$ cat src/rtl/ipd_pkg.sv
//------------------------------------------------------------------------------
// Module   : ipd_pkg
// Brief    : Shared constants, FSM encoding and timing legality check for the
//            IPD sample scheduler and its companion stages.
// Revision : 1.0
//------------------------------------------------------------------------------
`default_nettype none

package ipd_pkg;

  localparam int c_DEF_CANT_BITS = 16;
  localparam int c_DEF_FRAC_BITS = 8;

  localparam logic [2:0] c_ST_IDLE  = 3'd0;
  localparam logic [2:0] c_ST_REQ   = 3'd1;
  localparam logic [2:0] c_ST_LOAD  = 3'd2;
  localparam logic [2:0] c_ST_WAIT  = 3'd3;
  localparam logic [2:0] c_ST_STORE = 3'd4;

  typedef enum logic [2:0] {
    ST_IDLE  = c_ST_IDLE,
    ST_REQ   = c_ST_REQ,
    ST_LOAD  = c_ST_LOAD,
    ST_WAIT  = c_ST_WAIT,
    ST_STORE = c_ST_STORE
  } ipd_state_t;

  // The period must fit a full zero-wait sample plus margin, and the WAIT
  // phase needs at least one cycle.
  function automatic bit ipd_timing_ok(input int sample_div, input int ipd_lat);
    return (ipd_lat >= 2) && (sample_div > ipd_lat + 4);
  endfunction

endpackage

`default_nettype wire

$ cat src/rtl/ipd_sat_trunc.sv
//------------------------------------------------------------------------------
// Module   : ipd_sat_trunc
// Brief    : Drops FRAC_BITS fractional bits (floor) from a double-width signed
//            value and clamps the result to cant_bits signed.
// Revision : 1.0
//------------------------------------------------------------------------------
`default_nettype none

module ipd_sat_trunc
  import ipd_pkg::*;
#(
  parameter int cant_bits = c_DEF_CANT_BITS,
  parameter int FRAC_BITS = c_DEF_FRAC_BITS
) (
  input  logic signed [2*cant_bits-1:0] i_yk,
  output logic signed [cant_bits-1:0]   o_u,
  output logic                          o_sat
);

  localparam int c_IN_W = 2 * cant_bits;

  logic signed [c_IN_W-1:0]         w_shift;
  logic        [c_IN_W-cant_bits:0] w_top;

  assign w_shift = i_yk >>> FRAC_BITS;
  // The value fits only if every bit from the output sign bit upward agrees.
  assign w_top   = w_shift[c_IN_W-1:cant_bits-1];

  always_comb begin
    o_sat = !((&w_top) || !(|w_top));
    o_u   = w_shift[cant_bits-1:0];
    if (o_sat) begin
      o_u = w_shift[c_IN_W-1] ? {1'b1, {(cant_bits-1){1'b0}}}
                              : {1'b0, {(cant_bits-1){1'b1}}};
    end
  end

endmodule

`default_nettype wire

$ cat src/rtl/ipd_sample_scheduler.sv
//------------------------------------------------------------------------------
// Module   : ipd_sample_scheduler
// Brief    : Fixed-rate sample scheduler: ADC fetch, IPD start strobe, result
//            capture and saturation to the actuator width.
// Revision : 1.0
//------------------------------------------------------------------------------
`default_nettype none

module ipd_sample_scheduler
  import ipd_pkg::*;
#(
  parameter int cant_bits  = c_DEF_CANT_BITS,
  parameter int SAMPLE_DIV = 1000,
  parameter int IPD_LAT    = 15,
  parameter int FRAC_BITS  = c_DEF_FRAC_BITS
) (
  input  logic                          Clk_G,
  input  logic                          Rst_G,
  input  logic                          En,
  input  logic signed [cant_bits-1:0]   Adc_Data,
  input  logic                          Adc_Ack,
  output logic                          Adc_Req,
  output logic signed [cant_bits-1:0]   Pot,
  output logic                          Rx_En,
  input  logic signed [2*cant_bits-1:0] Yk,
  output logic signed [cant_bits-1:0]   U_Out,
  output logic                          U_Valid,
  output logic                          Sat,
  output logic                          Overrun,
  output logic                          Busy
);

  localparam int                  c_TICK_W    = $clog2(SAMPLE_DIV);
  localparam int                  c_LAT_W     = $clog2(IPD_LAT);
  localparam logic [c_TICK_W-1:0] c_TICK_LAST = c_TICK_W'(SAMPLE_DIV - 1);
  // WAIT runs while the counter walks IPD_LAT-2 down to 0: IPD_LAT-1 cycles.
  localparam logic [c_LAT_W-1:0]  c_LAT_LOAD  = c_LAT_W'(IPD_LAT - 2);

  generate
    if (!ipd_timing_ok(SAMPLE_DIV, IPD_LAT)) begin : g_bad_timing
      $error("ipd_sample_scheduler: SAMPLE_DIV must exceed IPD_LAT+4 and IPD_LAT must be >= 2");
    end
  endgenerate

  ipd_state_t                  r_state;
  ipd_state_t                  w_next;
  logic       [c_TICK_W-1:0]   r_tick_cnt;
  logic       [c_LAT_W-1:0]    r_lat_cnt;
  logic                        w_tick;
  logic signed [cant_bits-1:0] w_u;
  logic                        w_sat;

  assign w_tick = En && (r_tick_cnt == c_TICK_LAST);

  always_ff @(posedge Clk_G) begin
    if (Rst_G || !En) begin
      r_tick_cnt <= '0;
    end else if (r_tick_cnt == c_TICK_LAST) begin
      r_tick_cnt <= '0;
    end else begin
      r_tick_cnt <= r_tick_cnt + 1'b1;
    end
  end

  always_ff @(posedge Clk_G) begin
    if (Rst_G) begin
      r_state <= ST_IDLE;
    end else begin
      r_state <= w_next;
    end
  end

  always_comb begin
    w_next  = r_state;
    Adc_Req = 1'b0;
    Rx_En   = 1'b0;
    Busy    = (r_state != ST_IDLE);
    case (r_state)
      ST_IDLE:  if (w_tick) w_next = ST_REQ;
      ST_REQ: begin
        Adc_Req = 1'b1;
        if (Adc_Ack) w_next = ST_LOAD;
      end
      ST_LOAD: begin
        Rx_En  = 1'b1;
        w_next = ST_WAIT;
      end
      ST_WAIT:  if (r_lat_cnt == '0) w_next = ST_STORE;
      ST_STORE: w_next = ST_IDLE;
      default:  w_next = ST_IDLE;
    endcase
  end

  ipd_sat_trunc #(
    .cant_bits (cant_bits),
    .FRAC_BITS (FRAC_BITS)
  ) u_sat_trunc (
    .i_yk  (Yk),
    .o_u   (w_u),
    .o_sat (w_sat)
  );

  always_ff @(posedge Clk_G) begin
    if (Rst_G) begin
      r_lat_cnt <= '0;
      Pot       <= '0;
      U_Out     <= '0;
      Sat       <= 1'b0;
      U_Valid   <= 1'b0;
      Overrun   <= 1'b0;
    end else begin
      U_Valid <= (r_state == ST_STORE);
      if (r_state == ST_REQ && Adc_Ack) begin
        Pot <= Adc_Data;
      end
      if (r_state == ST_LOAD) begin
        r_lat_cnt <= c_LAT_LOAD;
      end else if (r_state == ST_WAIT && r_lat_cnt != '0) begin
        r_lat_cnt <= r_lat_cnt - 1'b1;
      end
      if (r_state == ST_STORE) begin
        U_Out <= w_u;
        Sat   <= w_sat;
      end
      // A tick that finds the sequencer busy is lost; remember it until reset.
      if (w_tick && r_state != ST_IDLE) begin
        Overrun <= 1'b1;
      end
    end
  end

endmodule

`default_nettype wire

$ cat config.mk
export PLATFORM = sky130hd
export DESIGN_NAME = ipd_sample_scheduler
export DESIGN_NICKNAME = d
export VERILOG_FILES = /design/src/rtl/ipd_pkg.sv /design/src/rtl/ipd_sat_trunc.sv /design/src/rtl/ipd_sample_scheduler.sv
export SDC_FILE = /design/constraint.sdc
export NUM_CORES = 1
export LEC_CHECK = 0
export CORE_MARGIN = 2
export CORE_UTILIZATION = 35
export CTS_CLUSTER_DIAMETER = 150
export DETAILED_ROUTE_END_ITERATION = 8
export GPL_TIMING_DRIVEN = 1
export PLACE_DENSITY = 0.66
export REMOVE_ABC_BUFFERS = 1
export SETUP_SLACK_MARGIN = 0.2
export SYNTH_ARGS = -nofsm -noshare
export SYNTH_HDL_FRONTEND = slang
export SYNTH_HIERARCHICAL = 1
export SYNTH_SLANG_ARGS = --single-unit
$ cat constraint.sdc
create_clock -name Clk_G -period 3.3 [get_ports Clk_G]
set_input_delay 0.66 -clock Clk_G [delete_from_list [all_inputs] [get_ports Clk_G]]
set_output_delay 0.66 -clock Clk_G [all_outputs]
set_load 0.01 [all_outputs]
==> flow_metrics.tcl, run 1 <==
set metrics [dict create \
    remaining_drc_errors 0 \
    core.rowCount 29 \
    postPlaceCellArea_um2 3142 \
    synthMuxAreaShare_pct 0 \
    r2r_start "r_lat_cnt[0]$_SDFFE_PP0P_" \
    final_nets 414 \
    cts_tree "built" \
    synth_seq_cells 52 \
    ir_drop_mv 0.2019 \
    synth_area_leaders "dfxtp_1 44%, nand2_1 12%, a21oi_1 7.9%, a2bb2oi_1 5.6%, nand3_1 4.9%" \
    grt_pass1_vias 2120 \
    start_util_pct 36.65 \
    synth_seq_area_share_pct 44.23 \
    hold_end "Pot[1]$_SDFFE_PP0P_" \
    drt-pass1-iter-count 4 \
    grt_max_degree 43 \
    p_leak_uw 0.001041 \
    cp.arrival_ns 1.70 \
    tns_ns 0 \
    critPathLaunchType "register" \
    area_growth_syn_to_layout_pct 37.27 \
    p_per_area_nw_per_um2 333.4 \
    ant_nets 0 \
    finalClockSkew_ns 0.01315 \
    synth-simple-area-share_pct 29.13 \
    num_vias 2210 \
    cp_max_fo 9 \
    grt.total_usage_pct 16.17 \
    grt_remaining_overflow 0 \
    netlist_instances 294 \
    die_y_um 86 \
    stdcell_area_um2 3231 \
    use_met1_pct 21.31 \
    cts_sinks 52 \
    grt-busiest-layer "met2" \
    syn_avg_cell_area_um2 8.005 \
    layout_commonest_cell "clkdlybuf4s50_1" \
    clk-insertion-delay-late_ns 0.31 \
    whs_path_depth 2 \
    min_period_ns 2.358 \
    synth_largest_area_cell "dfxtp_1" \
    worstSetupEndpointType "output pin" \
    cp-startpoint "r_state[0]$_SDFFE_PP0P_" \
    synth_area_um2 2354 \
    status "completed" \
    die-area_um2 7396 \
    hpwl_um 3868 \
    antenna_found_initial 0 \
    routedWlPerCell_um 12.90 \
    ctsHoldBuffers 0 \
    ys.flop_type "dfxtp_1" \
    synth_top_area_share_pct 44.23 \
    finalHoldViolations 0 \
    fmax_mhz 424.2 \
    synth_warnings 6 \
    synth-async-reset-ratio_pct 0 \
    hold_path_class "register to register" \
    yosysUniqueCellTypes 39 \
    wl_um 5649 \
    synth_xor_area_share_pct 2.605 \
    tightestPinTransition_ns 0.6764 \
    use_met2_pct 26.07 \
    ctsResizeCount 0 \
    timing.rr.end "r_lat_cnt[1]$_SDFFE_PP0P_" \
    cts_buffers 5 \
    critPathRequiredTime_ns 2.64 \
    avgViaCountPerCell 5.046 \
    htree_num_levels 2 \
    synth-compound-area-share_pct 16.64 \
    synth-edff-count 0 \
    drt_iter0_drc 119 \
    synth_top_family_by_area "simple AND/OR/NAND/NOR gates" \
    ff2ff_path_depth 6 \
    path_clk_slew_ns 0.10 \
    drive_gt1_share_pct 4.155 \
    antennaDiodeCount 0 \
    timing.reg2reg.setup_slack_ns 1.72 \
    coreArea_um2 6422 \
    grt_setup_unrepaired "false" \
    slew_violations 0 \
    period_share_pct 71.44 \
    ioPinCount 90 \
    cts-root-buf "clkbuf_8" \
    slew_headroom_pct 54.76 \
    finalHoldWorstSlack_ns 0.4561 \
    routabilityCongestion 0.7542 \
    synth-adder-area-share_pct 1.063 \
    layout.cells.non_filler 438 \
    numPortBuffers 81 \
    path_class "register to output pin" \
    die_w_um 86 \
    setup_violations 0 \
    grtUsageMet3_pct 3.754 \
    placedCellCount 430 \
    drv_cap 0 \
    clockBufferDepth 2 \
    grt_pass1_wl_um 9791 \
    hp-start "Pot[1]$_SDFFE_PP0P_" \
    final_cell_mix "81 x clkdlybuf4s50_1, 76 x nand2_1, 52 x dfxtp_1, 37 x a21oi_1, 23 x nand3_1" \
    post-cts-setup-buffers 0 \
]
[stage by stage]
| stage | power (uW) | utilization, % | worst slack, ns |
|---|---|---|---|
| 6_report | 1077 | 50.30 | 0.9425 |
| 5_1_grt | 1128 | 50.30 | 0.8035 |
| 4_1_cts | 1096 | 50.30 | 0.9182 |
| 3_5_place_dp | 731.9 | 48.92 | 0.9513 |
| 3_3_place_gp | 730.8 | 48.92 | 0.9979 |
| 2_1_floorplan | 661.7 | - | 1.662 |
[routing by layer]
| metal | routed length [um] | vias to the layer above |
|---|---|---|
| met1 | 2673 | 1005 |
| li1 | - | 1136 |
| met3 | 332 | 7 |
| met2 | 2586 | 62 |
| met5 | 0 | - |
| met4 | 56 | 0 |
[worst max-delay path by stage]
stage / to / slack [ns] / cells after the start
6_report: Adc_Req / 0.94 / 3
5_1_grt: Adc_Req / 0.80 / 3
4_1_cts: Adc_Req / 0.92 / 3
3_5_place_dp: U_Out[12]$_SDFFE_PP0P_ / 0.95 / 6
3_3_place_gp: Sat$_SDFFE_PP0P_ / 1.0 / 6
2_1_floorplan: Sat$_SDFFE_PP0P_ / 1.66 / 5
[cell type report]
class / count / area [um^2]
clock buffers: 6 / 72.57
clock inverters: 2 / 16.27
fillers: 642 / 3192
inverters: 6 / 22.52
multi-input cells: 213 / 1164
flip-flops and latches: 52 / 1041
well taps: 77 / 96.34
repair buffers: 82 / 818.3
[power by group]
part / switching (uW) / internal (uW) / leakage, uW
Combinational: 32.6 / 56.2 / 0.000581
Sequential: 0.882 / 628 / 0.000419
Clock: 208 / 151 / 0.0000414
Total: 242 / 835 / 0.00104
[synth_stat cells (all sizes together), types with 2 or more instances]
| master | count |
|---|---|
| a21oi | 37 |
| a2bb2oi | 15 |
| a31oi | 2 |
| and2 | 2 |
| and4 | 3 |
| and4b | 2 |
| buf | 13 |
| clkbuf | 10 |
| dfxtp | 52 |
| ha | 2 |
| inv | 6 |
| nand2 | 76 |
| nand2b | 2 |
| nand3 | 24 |
| nand4 | 2 |
| nor2 | 13 |
| nor2b | 4 |
| nor3 | 5 |
| nor4 | 2 |
| or3 | 3 |
| xnor2 | 6 |
[kinds of logic (layout without fill, tap and decap cells)]
kind of cell               Yosys count  count (layout)
DFF                                 52              52
and+or+nand+nor                    143             143
buffers and inverters               29              96
AOI/OAI and AO/OA                   61              61
xor gates and xnor gates             7               7
adders and majority gates            2               2
[worst max-delay path: stages, from the launching register on]
cell and delay [ns]:
dfxtp_1 0.48, nor2b_4 0.23, nor2b_1 0.13, clkdlybuf4s50_1 0.55
[sequential cells by signal, summed over array words and instances (netlist names)]
signal,flops
Sat,1
Overrun,1
r_tick_cnt,10
U_Valid,1
r_state,3
U_Out,16
Pot,16
r_lat_cnt,4
Power figures use the tool's default switching activity.
==> run 2: changes to the inputs <==
==> constraint.sdc (replaced) <==
create_clock -name Clk_G -period 2.35 [get_ports Clk_G]
set_input_delay 0.47 -clock Clk_G [delete_from_list [all_inputs] [get_ports Clk_G]]
set_output_delay 0.47 -clock Clk_G [all_outputs]
set_load 0.01 [all_outputs]
==> run 2 against run 1 <==
  * Cell count up 1.1%
  * Critical path type unchanged
  * Largest cell class unchanged
  * Utilization grew 0.68 points
  * Die area is the same
  * Global-route usage rose by 0.18 points
==> flow_metrics.tcl, run 2 (synthesis results as in run 1) <==
set metrics [dict create \
    finalClockSkew_ns 0.01123 \
    slew_headroom_pct 57.23 \
    r2r_start "r_lat_cnt[0]$_SDFFE_PP0P_" \
    grt.total_usage_pct 16.35 \
    cts_buffers 5 \
    final_cell_mix "81 x clkdlybuf4s50_1, 76 x nand2_1, 49 x dfxtp_1, 37 x a21oi_1, 23 x nand3_1" \
    fmax_mhz 484.1 \
    p_leak_uw 0.001069 \
    tightestPinTransition_ns 0.6415 \
    hpwl_um 3962 \
    wl_um 5801 \
    cp_max_fo 9 \
    start_util_pct 36.65 \
    num_vias 2214 \
    finalHoldWorstSlack_ns 0.4576 \
    htree_num_levels 2 \
    routedWlPerCell_um 13.09 \
    placedCellCount 435 \
    path_delay_family "buffers and inverters" \
    cp.buffers_inverters 1 \
    period_share_pct 87.90 \
    status "completed" \
    hp-start "r_tick_cnt[0]$_SDFF_PP0_" \
    clk-insertion-delay-late_ns 0.31 \
    coreArea_um2 6422 \
    cts_tree "built" \
    worstSetupEndpointType "output pin" \
    drive_gt1_share_pct 6.284 \
    drv_cap 0 \
    antenna_found_initial 0 \
    path_cells "or3_1 > clkdlybuf4s50_1" \
    drt-pass1-iter-count 4 \
    remaining_drc_errors 0 \
    drt_iter0_drc 55 \
    antennaDiodeCount 0 \
    ff2ff_path_depth 6 \
    layout.cells.non_filler 443 \
    grt_setup_unrepaired "false" \
    critPathLaunchType "register" \
    cts_sinks 52 \
    final_util_pct 50.98 \
    routabilityCongestion 0.7542 \
    ir_drop_mv 0.2436 \
    die_w_um 86 \
    setup_violations 0 \
    area_growth_syn_to_layout_pct 39.13 \
    reg.largest.list "Pot (16), U_Out (16), r_tick_cnt (10)" \
    cp.arrival_ns 1.60 \
    final_nets 419 \
    cp.depth 2 \
    path_clk_slew_ns 0.10 \
    tns_ns 0 \
    cts-root-buf "clkbuf_8" \
    die-area_um2 7396 \
    path_class "register to output pin" \
    hold_path_class "register to register" \
    slowest_delay_ns 0.49 \
    grt_remaining_overflow 0 \
    core.rowCount 29 \
    ioPinCount 90 \
    die_y_um 86 \
    critPathRequiredTime_ns 1.88 \
    whs_path_depth 1 \
    min_period_ns 2.066 \
    cp-startpoint "r_state[2]$_SDFFE_PP0P_" \
    grt_max_degree 26 \
    clockBufferDepth 2 \
    finalHoldViolations 0 \
    grt_pass1_vias 2138 \
    avgViaCountPerCell 4.998 \
    numPortBuffers 81 \
    layout_commonest_cell "clkdlybuf4s50_1" \
    ant_nets 0 \
    cpMaxStageDelayCell "clkdlybuf4s50_1" \
    slew_violations 0 \
    grt_pass1_wl_um 9839 \
    p_per_area_nw_per_um2 466.6 \
]
==> run 2: cell count changes in the layout (fill, tap and decap cells not counted), sizes merged <==
cell,before,now
buf,1,6
==> run 2: final timing paths <==
kind | slack, ns | endpoint
worst max-delay path | 0.28 | Busy
worst min-delay path | 0.46 | r_tick_cnt[0]$_SDFF_PP0_
worst max register to register | 0.76 | r_lat_cnt[1]$_SDFFE_PP0P_
worst min register to register | 0.46 | r_tick_cnt[0]$_SDFF_PP0_
==> run 2: area by class of cell <==
class / instances / area [um^2]
Multi-Input combinational cell: 213 / 1164
Clock inverter: 2 / 16.27
Sequential cell: 52 / 1047
Tap cell: 77 / 96.34
Inverter: 6 / 22.52
Clock buffer: 6 / 72.57
Fill cell: 644 / 3148
Timing Repair Buffer: 87 / 855.8
==> run 2: power by group <==
part,switching (uW),internal (uW),leakage [uW]
clock network,305,213,0.0000414
logic,45.9,82.1,0.000607
registers,1.11,881,0.000421
==> run 2: timing repair <==
item                       in CTS  in global routing
buffers inserted                0                  0
hold buffers                    0                  0
setup endpoints to repair       2                  3
resized for setup               2                  2
==> run 2: per-layer routing <==
layer  up-vias  track usage (%)  wire length (um)
met4         0            6.061                65
met1      1007            21.35              2834
met5         -                0                 0
met3         5            3.272               319
met2        58            26.64              2580
li1       1144                -                 -
==> run 2: stage by stage <==
stage          instance area [um^2]  power, uW  setup slack (ns)
3_3_place_gp                   3179       1030            0.2615
5_1_grt                        3274       1586            0.2109
2_1_floorplan                  2227      929.2            0.9018
4_1_cts                        3271       1547            0.2085
3_5_place_dp                   3179       1031            0.2394
6_report                       3274       1528            0.2844
==> run 2: worst register-to-register path: stages (launching register included) <==
cell	delay, ns
dfxtp_1	0.39
inv_1	0.06
ha_1	0.20
nor3b_2	0.18
and3b_2	0.28
nor2_1	0.06
a2111oi_2	0.32
